===== config.mk =====
export PLATFORM = sky130hd
export DESIGN_NAME = pulse_meas
export DESIGN_NICKNAME = d
export VERILOG_FILES = /design/src/rtl/pulse_meas_pkg.sv /design/src/rtl/pm_sync_edge.sv /design/src/rtl/pulse_meas.sv
export SDC_FILE = /design/constraint.sdc
export NUM_CORES = 1
export LEC_CHECK = 0
export CORE_ASPECT_RATIO = 2
export CORE_UTILIZATION = 30
export CTS_CLUSTER_SIZE = 12
export DETAILED_ROUTE_END_ITERATION = 8
export PLACE_DENSITY = 0.46
export SKIP_LAST_GASP = 1
export SLEW_MARGIN = 20
export SYNTH_ARGS = -nofsm -noshare
export SYNTH_HDL_FRONTEND = slang
export SYNTH_SLANG_ARGS = --single-unit

===== constraint.sdc =====
create_clock -name wb_clk_i -period 9.4 [get_ports wb_clk_i]
set_clock_uncertainty 0.1 [all_clocks]
set_input_delay 1.88 -clock wb_clk_i [delete_from_list [all_inputs] [get_ports wb_clk_i]]
set_output_delay 1.88 -clock wb_clk_i [all_outputs]
set_load 0.02 [all_outputs]

===== src/rtl/pulse_meas_pkg.sv =====
// Shared types and constants for the pulse_meas block.
// The optional idle-edge timeout is enabled by defining PULSE_MEAS_TIMEOUT_EN.
package pulse_meas_pkg;

    typedef enum logic [2:0] {
        IDLE   = 3'd0,
        WAIT_R = 3'd1,
        HIGH   = 3'd2,
        LOW    = 3'd3,
        DONE   = 3'd4
    } state_t;

    localparam int TIMEOUT_DEF = 1_000_000;

    // Saturation ceiling for a w-bit unsigned counter.
    function automatic logic [63:0] cnt_max(input int w);
        return (64'd1 << w) - 64'd1;
    endfunction

endpackage


===== src/rtl/pm_sync_edge.sv =====
// Synchronizer for an asynchronous input followed by a registered edge detector.
// lvl, rise and fall are mutually aligned and lag the input by SYNC_STG+1 clocks.
module pm_sync_edge #(
    parameter int SYNC_STG = 2
) (
    input  logic i_clk,
    input  logic i_rst,
    input  logic i_d,
    output logic o_lvl,
    output logic o_rise,
    output logic o_fall
);
    logic [SYNC_STG-1:0] r_sync;
    logic                r_prev;
    logic                r_rise;
    logic                r_fall;
    logic                w_sync;

    assign w_sync = r_sync[SYNC_STG-1];

    always_ff @(posedge i_clk or posedge i_rst) begin
        if (i_rst) begin
            r_sync <= '0;
            r_prev <= 1'b0;
            r_rise <= 1'b0;
            r_fall <= 1'b0;
        end else begin
            r_sync <= {r_sync[SYNC_STG-2:0], i_d};
            r_prev <= w_sync;
            r_rise <= w_sync & ~r_prev;
            r_fall <= ~w_sync & r_prev;
        end
    end

    assign o_lvl  = r_prev;
    assign o_rise = r_rise;
    assign o_fall = r_fall;

endmodule


===== src/rtl/pulse_meas.sv =====
// Measures one high time and one rise-to-rise period of pulse_i, reported with valid/ack.
// Define PULSE_MEAS_TIMEOUT_EN to end a stalled measurement after TIMEOUT edge-free clocks.
module pulse_meas
    import pulse_meas_pkg::*;
#(
    parameter int CNT_W    = 32,
    parameter int SYNC_STG = 2,
    parameter int TIMEOUT  = TIMEOUT_DEF
) (
    input  logic             wb_clk_i,
    input  logic             wb_rst_i,
    input  logic             pulse_i,
    input  logic             arm_i,
    input  logic             ack_i,
    output logic [CNT_W-1:0] high_cnt_o,
    output logic [CNT_W-1:0] period_cnt_o,
    output logic             valid_o,
    output logic             busy_o,
    output logic             ovf_o,
    output logic             timeout_o
);
    localparam logic [CNT_W-1:0] CNT_MAX = CNT_W'(cnt_max(CNT_W));

    if (!(SYNC_STG == 2 || SYNC_STG == 3) || TIMEOUT < 1) begin : g_param_chk
        $error("pulse_meas: SYNC_STG must be 2 or 3 and TIMEOUT positive");
    end

    state_t           r_state;
    logic [CNT_W-1:0] r_hcnt;
    logic [CNT_W-1:0] r_pcnt;
    logic [CNT_W-1:0] r_high;
    logic [CNT_W-1:0] r_period;
    logic             r_valid;
    logic             r_ovf;
    logic             w_lvl;
    logic             w_rise;
    logic             w_fall;
    logic             w_busy;
    logic             w_hsat;
    logic             w_psat;
    logic [CNT_W-1:0] w_hinc;
    logic [CNT_W-1:0] w_pinc;

    pm_sync_edge #(.SYNC_STG(SYNC_STG)) u_sync (
        .i_clk  (wb_clk_i),
        .i_rst  (wb_rst_i),
        .i_d    (pulse_i),
        .o_lvl  (w_lvl),
        .o_rise (w_rise),
        .o_fall (w_fall)
    );

    assign w_busy = (r_state == WAIT_R) || (r_state == HIGH) || (r_state == LOW);
    assign w_hsat = (r_hcnt == CNT_MAX);
    assign w_psat = (r_pcnt == CNT_MAX);
    assign w_hinc = w_hsat ? r_hcnt : r_hcnt + CNT_W'(1);
    assign w_pinc = w_psat ? r_pcnt : r_pcnt + CNT_W'(1);

`ifdef PULSE_MEAS_TIMEOUT_EN
    localparam int TMR_W = $clog2(TIMEOUT + 1);

    logic [TMR_W-1:0] r_tmr;
    logic             r_tmo;
    logic             w_tmo_hit;

    assign w_tmo_hit = (r_tmr == TMR_W'(TIMEOUT));

    // Clocks since arming or since the last synchronized edge.
    always_ff @(posedge wb_clk_i or posedge wb_rst_i) begin
        if (wb_rst_i)
            r_tmr <= '0;
        else if (!w_busy || w_rise || w_fall)
            r_tmr <= '0;
        else
            r_tmr <= r_tmr + TMR_W'(1);
    end

    assign timeout_o = r_tmo;
`else
    assign timeout_o = 1'b0;
`endif

    always_ff @(posedge wb_clk_i or posedge wb_rst_i) begin
        if (wb_rst_i) begin
            r_state  <= IDLE;
            r_hcnt   <= '0;
            r_pcnt   <= '0;
            r_high   <= '0;
            r_period <= '0;
            r_valid  <= 1'b0;
            r_ovf    <= 1'b0;
`ifdef PULSE_MEAS_TIMEOUT_EN
            r_tmo    <= 1'b0;
`endif
        end else begin
            unique case (r_state)
                IDLE: begin
                    if (arm_i) begin
                        r_state  <= WAIT_R;
                        r_hcnt   <= '0;
                        r_pcnt   <= '0;
                        r_high   <= '0;
                        r_period <= '0;
                        r_ovf    <= 1'b0;
`ifdef PULSE_MEAS_TIMEOUT_EN
                        r_tmo    <= 1'b0;
`endif
                    end
                end
                WAIT_R, HIGH, LOW: begin
                    if (!arm_i) begin
                        r_state <= IDLE;
`ifdef PULSE_MEAS_TIMEOUT_EN
                    end else if (w_tmo_hit) begin
                        r_state <= DONE;
                        r_valid <= 1'b1;
                        r_tmo   <= 1'b1;
`endif
                    end else if (r_state == WAIT_R) begin
                        if (w_rise) begin
                            r_state <= HIGH;
                            r_hcnt  <= CNT_W'(1);
                            r_pcnt  <= CNT_W'(1);
                        end
                    end else if (r_state == HIGH) begin
                        // lvl is already low on the fall cycle, so hcnt stops there.
                        r_pcnt <= w_pinc;
                        if (w_fall) begin
                            r_state <= LOW;
                            r_high  <= r_hcnt;
                            r_ovf   <= r_ovf | w_psat;
                        end else if (w_lvl) begin
                            r_hcnt <= w_hinc;
                            r_ovf  <= r_ovf | w_psat | w_hsat;
                        end else begin
                            r_ovf  <= r_ovf | w_psat;
                        end
                    end else begin
                        if (w_rise) begin
                            r_state  <= DONE;
                            r_period <= r_pcnt;
                            r_valid  <= 1'b1;
                        end else begin
                            r_pcnt <= w_pinc;
                            r_ovf  <= r_ovf | w_psat;
                        end
                    end
                end
                DONE: begin
                    if (ack_i) begin
                        r_state <= IDLE;
                        r_valid <= 1'b0;
                    end
                end
                default: r_state <= IDLE;
            endcase
        end
    end

    assign high_cnt_o   = r_high;
    assign period_cnt_o = r_period;
    assign valid_o      = r_valid;
    assign busy_o       = w_busy;
    assign ovf_o        = r_ovf;

endmodule


==> metrics.cfg, run 1 <==
[status]
status=finished, final reports clean

[cells_and_area]
antenna_cells=0
final_util_pct=37.2
fillerInstances=2238
post-route-cell-area_um2=8290
layout-drive-gt1-share_pct=8.10
syn_to_final_growth_pct=21.2
nets=748

[route]
vias=5845
wl_per_cell_um=19.8
first_pass_iters=5
viasPerCell=5.68
ant_nets=0
dr.first_iter.drc_count=291
drc=0
totalWireLength_um=20400

[clock_tree]
ctsRootBufferMaster=clkbuf_16
cts_sinks=138
cts_resized=0
path_clk_slew_ns=0.06
hold_buffers=0
cts-buffers-inserted=17
cts_buffer_depth=2
cts_tree=built
htreeDepth=4
cts_setup_buffers=0
clock_latency_ns=0.42

[floorplanning]
die_y_um=215
num_rows=77
initial_core_util_pct=30.7
core_area_um2=22300
num_io_pins=73
die-area_um2=23400
die_width_um=109

[timing]
rsz0062_at_grt=false
drv_slew=0
setup_viol=0
hold_viol=0
max_slew_margin_pct=33.4
period_needed_ns=4.27
whs_ns=0.259
min_period_over_period_pct=45.5
tns_ns=0
fmax_ghz=0.234
worstMarginPinSlew_ns=0.994

[pwr]
finalPower_w=0.00137
p_leak_nw=3.38
ir_drop_v=0.000106
power_density_nw_per_um2=165

[synth]
synth_area_per_cell_um2=9.78
synthArstFlopShare_pct=100
mappedNetlistArea_um2=6840
syn-num-nets=706
synth_ff_type=dfrtp_1
syn-instance-count=699
yosysTopAreaCellShare_pct=50.5
yosys_warnings=0
synthDistinctLibCells=70
synth_edf_count=0
synthTopCellsByCount=dfrtp_1, nand2_1, o31ai_1, o21ai_0
ys_ff_latch=138
yosysTopAreaCell=dfrtp_1
yosys-top-cells-area=dfrtp_1, o31ai_1, nand2_1
ys_seq_area_share_pct=50.5
synth.most_common_cell=dfrtp_1

[worst_setup_path]
slowest_delay_ns=0.67
critPathCaptureType=output pin
cpMaxStageDelayCell=clkdlybuf4s50_1
cp_cell_sequence=nor2_1, nor2_2, buf_4, clkdlybuf4s50_1
crit_path_start_kind=flip-flop
cp_max_fo=34
critPathKind=flip-flop to output pin
required_ns=7.42
cp.arrival_ns=2.29

[placement]
dpl_cell_area_um2=7700
port_buffers=71
post-dp-hpwl_um=14500
gp_congestion=0.922

[global_route]
grt_first_pass_wirelength_um=32800
antenna_found_initial=0
grt.total_usage_pct=18.5
grt_overflow=0
grt_pass1_vias=5970
grt_max_degree=79

[run]
maxCapViolCount=0

[hold_path]
hp-class=flip-flop to flip-flop

[kinds of logic after synthesis]
group / after synthesis / share of synthesized area, %
DFF: 138 / 50.5
buffers and inverters: 66 / 4.59
adders and majority gates: 2 / 0.366
muxes: 4 / 0.677
AOI/OAI and AO/OA: 229 / 23.7
and+or+nand+nor: 257 / 19.8
other: 1 / 0.0549
xor gates and xnor gates: 2 / 0.256
[through the flow]
step | instances | worst slack, ns
global placement | 997 | 5.18
global route | 1029 | 4.98
CTS | 1029 | 5.08
detailed placement | 998 | 5.12
finish | 1029 | 5.13
floorplan | 699 | 3.72
[critical path, delay by kind of cell, from the launching register on]
family                 cells  cell delay (ns)
buffers and inverters      2             1.00
DFF                        1             0.57
and+or+nand+nor            2             0.29
[final timing paths]
path,depth (start not counted),endpoint,startpoint,slack (ns)
max in group asynchronous,3,high_cnt_o[25],wb_rst_i,6.25
min,0,u_sync.r_sync[1],u_sync.r_sync[0],0.26
max reg2reg,4,r_pcnt[23],r_state[1],6.24
min in group asynchronous,2,high_cnt_o[30],wb_rst_i,1.80
max,4,busy_o,r_state[1],5.13
min reg2reg,0,u_sync.r_sync[1],u_sync.r_sync[0],0.26
[metal layers]
layer,share of wire (%),global-route usage (%),vias up
met3,2.7,2.99,56
met4,3.8,10.2,0
li1,-,-,2745
met2,58,34.5,167
met5,0,0,-
met1,36,18.8,2877
[placed cells by master, fill, tap and decap left out, types with 3 or more instances in the layout]
cell type        synthesis  routed
buf_4                    4       7
bufinv_16                0       3
nor4_1                  10      10
a211o_1                  3       3
nor2_2                   1       3
dfrtp_1                138     138
inv_1                    9       8
nor2b_1                  4       3
a22o_1                  32      32
o311ai_0                 8       8
nand2_1                104     103
nand4_1                 20      20
o21ai_1                  3       3
and4_1                  11      11
a41oi_1                  5       5
nand2b_1                 5       5
a21o_1                   6       6
and3_1                  11      11
o31ai_1                 56      56
nor3_1                   8       8
clkinv_2                 0       6
or4_1                    3       3
clkbuf_16                0      17
and2_1                   3       3
o21ai_0                 51      51
a21oi_1                 10      10
nor2_1                  26      24
clkinv_4                 0       3
clkdlybuf4s50_1          0      71
nand3_1                 32      32
o41ai_1                  8       8
a31oi_1                 29      29
[flip-flops by register name (all words and copies together) (netlist names)]
register and cells:
period_cnt_o 32, u_sync.r_sync 2, r_pcnt 32, u_sync.o_lvl 1, ovf_o 1, r_state 3
r_hcnt 32, u_sync.o_fall 1, u_sync.o_rise 1, valid_o 1, high_cnt_o 32
[final cells by class]
type	count	area, µm²	share of cell area (%)
Sequential cell	138	3450	41.7
Multi-Input combinational cell	495	3080	37.1
Timing Repair Buffer	80	790	9.52
Clock buffer	18	429	5.18
Tap cell	276	345	4.17
Clock inverter	13	154	1.86
Inverter	9	38.8	0.468
[where the power goes]
group,total (W),leakage (nW),switching (W),internal [W]
clock,0.000671,0.289,0.000257,0.000413
combinational,0.0000853,1.18,0.0000632,0.0000220
sequential,0.000613,1.91,0.0000113,0.000602
(Power assumes the default switching activity.)
==> run 2: changes to the inputs <==
Clock period 9.4 ns to 4.25 ns, I/O delays scaled along.
==> metrics.cfg, run 2 (synthesized netlist as in run 1, its figures left out) <==
[floorplanning]
initial_core_util_pct=30.7  ; unchanged
num_io_pins=73  ; unchanged
die-area_um2=23400  ; unchanged
die_width_um=109  ; unchanged
core_area_um2=22300  ; unchanged
die_y_um=215  ; unchanged
num_rows=77  ; unchanged

[placement]
post-dp-hpwl_um=15000  ; +3.5%
port_buffers=71  ; unchanged
gp_congestion=0.891  ; -3.4%

[global_route]
antenna_found_initial=0  ; unchanged
grt_first_pass_wirelength_um=33700  ; +2.8%
grt_overflow=0  ; unchanged
grt.total_usage_pct=19.1  ; +0.58 points
grt_max_degree=65  ; -18%
grt_pass1_vias=5973  ; +0.050%

[clock_tree]
cts_setup_buffers=0  ; unchanged
hold_buffers=0  ; unchanged
ctsRootBufferMaster=clkbuf_16
clock_latency_ns=0.43  ; about the same
cts-buffers-inserted=17  ; unchanged
cts_sinks=138  ; unchanged
htreeDepth=4  ; unchanged
cts_resized=0  ; unchanged
cts_tree=built
cts_buffer_depth=2  ; unchanged
path_clk_slew_ns=0.06  ; about the same

[timing]
setup_viol=0  ; unchanged
tns_ns=0  ; unchanged
max_slew_margin_pct=35.3  ; +1.8 points
worstMarginPinSlew_ns=0.962  ; -0.0319 ns
period_needed_ns=3.28
whs_ns=0.253  ; -0.00595 ns
hold_viol=0  ; unchanged
drv_slew=0  ; unchanged
fmax_ghz=0.305
min_period_over_period_pct=77.1
rsz0062_at_grt=false

[route]
totalWireLength_um=20900  ; +2.4%
vias=5907  ; +1.1%
drc=0  ; unchanged
first_pass_iters=5  ; unchanged
viasPerCell=5.71  ; +0.47%
wl_per_cell_um=20.2  ; +1.9%
dr.first_iter.drc_count=320  ; +10%
ant_nets=0  ; unchanged

[cells_and_area]
nets=754  ; +0.80%
fillerInstances=2220  ; -0.80%
layout-drive-gt1-share_pct=8.56  ; +0.46 points
syn_to_final_growth_pct=23.3
antenna_cells=0  ; unchanged
final_cell_mix=dfrtp_1, nand2_1, clkdlybuf4s50_1
final_common_cell=dfrtp_1

[worst_setup_path]
reg2reg_depth=5  ; +1
cp_max_fo=34  ; unchanged
reg2reg_to=r_hcnt[14]
critPathKind=flip-flop to output pin
required_ns=3.30  ; -4.12 ns
timing.rr.start=r_hcnt[15]
crit_path_start_kind=flip-flop
critPathCaptureType=output pin
r2r_slack_ns=1.38  ; -4.86 ns
cp.arrival_ns=2.33  ; +0.04 ns

[hold_path]
worstHoldEndpoint=u_sync.r_sync[1]
holdPathStages=0  ; unchanged
hp-class=flip-flop to flip-flop
min_from=u_sync.r_sync[0]

[run]
maxCapViolCount=0  ; unchanged

[status]
status=finished, final reports clean

[pwr]
p_leak_nw=3.44  ; +1.8%
power_density_nw_per_um2=383  ; +130%
ir_drop_v=0.000208  ; +96%

## run 2: changes by cell type in the layout (fill, tap and decap cells not counted), moves of 2 or more
cell / previous run / this run
buf_12: 0 / 2
buf_4: 7 / 13
bufinv_16: 3 / 5
clkbuf_1: 1 / 3
clkbuf_8: 0 / 5
clkinv_2: 6 / 0
clkinv_4: 3 / 0
## run 2: critical path, cell delays in order, from the launching register on
cell and delay, ns:
dfrtp_1 0.60, nor2_1 0.19, nor2_2 0.11, buf_4 0.33, clkdlybuf4s50_1 0.67
## run 2: layout make-up
| class | instances | area (µm²) | area share [%] |
|---|---|---|---|
| multi-input combinational | 495 | 3080 | 36.5 |
| clock inverter | 6 | 158 | 1.87 |
| timing repair buffer | 86 | 848 | 10.1 |
| inverter | 9 | 37.5 | 0.445 |
| sequential | 138 | 3450 | 41.0 |
| clock buffer | 25 | 505 | 6.00 |
| tap | 276 | 345 | 4.10 |
## run 2: worst max path at each step
stage | slack, ns | from | end | depth (start not counted)
after global routing | 0.81 | r_state[1] | busy_o | 4
after CTS | 0.94 | r_state[1] | busy_o | 4
after floorplan | 1.58 | wb_rst_i | high_cnt_o[0] | 1
after detailed placement | 1.14 | arm_i | r_hcnt[25] | 6
after global placement | 1.23 | arm_i | r_hcnt[13] | 6
final | 0.97 | r_state[1] | busy_o | 4
## run 2: where the power goes
group	internal, W	total [W]	switching [W]	leakage [nW]
sequential	0.00133	0.00136	0.0000265	1.91
clock	0.00112	0.00167	0.000555	0.320
combinational	0.0000545	0.000194	0.000140	1.21
total	0.00250	0.00322	0.000722	3.44
## run 2: routing by layer
layer	up-vias	wire (µm)	track usage (%)
li1	2755	-	-
met1	2962	7620	19.4
met2	150	11900	35.5
met3	40	624	3.71
met4	0	704	9.82
met5	-	0	0
## run 2: through the flow
stage	setup slack, ns	instances	cell area [µm²]	utilization, %	total power (W)
after detailed placement	1.14	1003	7740	34.8	0.00158
after global routing	0.810	1035	8430	37.9	0.00335
after CTS	0.940	1034	8410	37.8	0.00327
final	0.971	1035	8430	37.9	0.00322
after floorplan	1.58	699	6840	-	0.00151
after global placement	1.23	1003	7740	34.8	0.00157
==> run 3: changes to the inputs <==
Settings changed: PLACE_DENSITY 0.46 to 0.47.
Clock period 4.25 ns to 2.9 ns, I/O delays scaled along.
==> metrics.cfg, run 3 (synthesized netlist as in run 1, its figures left out) <==
[floorplanning]
die_y_um=215  ; unchanged
die_width_um=109  ; unchanged
num_rows=77  ; unchanged
initial_core_util_pct=30.7  ; unchanged
core_area_um2=22300  ; unchanged
die-area_um2=23400  ; unchanged
num_io_pins=73  ; unchanged

[clock_tree]
ctsRootBufferMaster=clkbuf_16
cts-buffers-inserted=17  ; unchanged
cts_setup_buffers=0  ; unchanged
cts_sinks=138  ; unchanged
clock_latency_ns=0.43  ; about the same
path_clk_slew_ns=0.06  ; about the same
cts_resized=0  ; unchanged
htreeDepth=4  ; unchanged
cts_tree=built
hold_buffers=0  ; unchanged
cts_buffer_depth=2  ; unchanged

[worst_setup_path]
cpMaxStageDelayCell=clkdlybuf4s50_1
cp_max_fo=12  ; -65%
critPathCaptureType=output pin
crit_start=r_state[1]
cp_cell_sequence=nor2_1, nor2_2, clkdlybuf4s50_1
timing.rr.start=r_hcnt[0]
required_ns=2.22  ; -1.08 ns
slowest_delay_ns=0.63  ; -0.04 ns
critPathKind=flip-flop to output pin
crit_path_start_kind=flip-flop
cp.arrival_ns=2.05  ; -0.28 ns

[status]
status=finished, final reports clean

[pwr]
ir_drop_v=0.000291  ; +40%
power_density_nw_per_um2=522  ; +37%
p_leak_nw=3.52  ; +2.2%

[placement]
gp_congestion=0.966  ; +8.4%
dp_cells=1027  ; +2.4%
port_buffers=71  ; unchanged
post-dp-hpwl_um=15200  ; +1.4%

[global_route]
antenna_found_initial=0  ; unchanged
grt_first_pass_wirelength_um=33800  ; +0.23%
grt_max_degree=74  ; +14%
grt_pass1_vias=6031  ; +0.97%
grt.total_usage_pct=19.0  ; -0.043 points
grt_overflow=0  ; unchanged

[timing]
fmax_ghz=0.366
period_needed_ns=2.73
drv_slew=0  ; unchanged
max_slew_margin_pct=58.0  ; +23 points
hold_viol=0  ; unchanged
tns_ns=0  ; unchanged
rsz0062_at_grt=false
min_period_over_period_pct=94.1
worstMarginPinSlew_ns=0.625  ; -0.337 ns
setup_viol=0  ; unchanged

[route]
first_pass_iters=7  ; +2
dr.first_iter.drc_count=279  ; -13%
totalWireLength_um=20900  ; about the same
wl_per_cell_um=19.7  ; -2.2%
topRoutingLayerUsed=met4
wl_met1_um=7510  ; -1.5%
wl_met2_um=11600  ; -2.5%
ant_nets=0  ; unchanged
met3_length_um=625  ; +0.16%
viasPerCell=5.62  ; -1.5%
vias=5948  ; +0.69%
drc=0  ; unchanged

[cells_and_area]
fillerInstances=2224  ; +0.18%
antenna_cells=0  ; unchanged
final_cells=1058  ; +2.2%
layout-drive-gt1-share_pct=11.1  ; +2.6 points
final_common_cell=dfrtp_1
nets=777  ; +3.1%
syn_to_final_growth_pct=24.6
final_cell_mix=dfrtp_1, nand2_1, clkdlybuf4s50_1

[run]
maxCapViolCount=0  ; unchanged

[hold_path]
hp-class=flip-flop to flip-flop
min_from=u_sync.r_sync[0]

run 3: final cells by class:
type	instances	area (µm²)	share of cell area [%]
flip-flops and latches	138	3450	40.6
multi-input cells	495	3080	36.1
repair buffers	109	1020	12.0
clock buffers	24	492	5.77
well taps	276	345	4.06
clock inverters	7	90.1	1.06
inverters	9	37.5	0.441
run 3: worst paths after layout:
check / cells after the start / endpoint / slack, ns
hold / removal: 0 / u_sync.r_sync[1] / 0.27
setup / recovery: 3 / busy_o / 0.17
max in group asynchronous: 3 / period_cnt_o[19] / 1.56
hold reg to reg: 0 / u_sync.r_sync[1] / 0.27
setup reg to reg: 7 / r_hcnt[14] / 0.51
min in group asynchronous: 2 / u_sync.r_sync[0] / 0.41
run 3: stage by stage:
step | area, µm² | hold WS [ns] | power, W | util (%) | setup WS (ns)
2_1_floorplan | 6840 | 0.231 | 0.00221 | - | 0.499
3_3_place_gp | 7930 | 0.258 | 0.00232 | 35.6 | 0.223
3_5_place_dp | 7930 | 0.259 | 0.00233 | 35.6 | 0.111
4_1_cts | 8520 | 0.276 | 0.00452 | 38.3 | 0.162
5_1_grt | 8520 | 0.282 | 0.00462 | 38.3 | 0.0805
6_report | 8520 | 0.269 | 0.00445 | 38.3 | 0.171
run 3: power breakdown:
part | internal (W) | switching, W | total, W
clock network | 0.00135 | 0.000813 | 0.00216
logic | 0.0000900 | 0.000209 | 0.000299
registers | 0.00195 | 0.0000389 | 0.00199
run 3: layer usage:
layer / up-vias / global-route usage [%]
met3: 51 / 3.62
met4: 0 / 11.6
met2: 180 / 34.5
li1: 2795 / -
met5: - / 0
met1: 2922 / 19.5
run 3: critical path: cells and delay by family (launching register included):
kind / cells / cell delay [ns]
buf+inv: 1 / 0.63
flops: 1 / 0.60
simple gates: 2 / 0.38
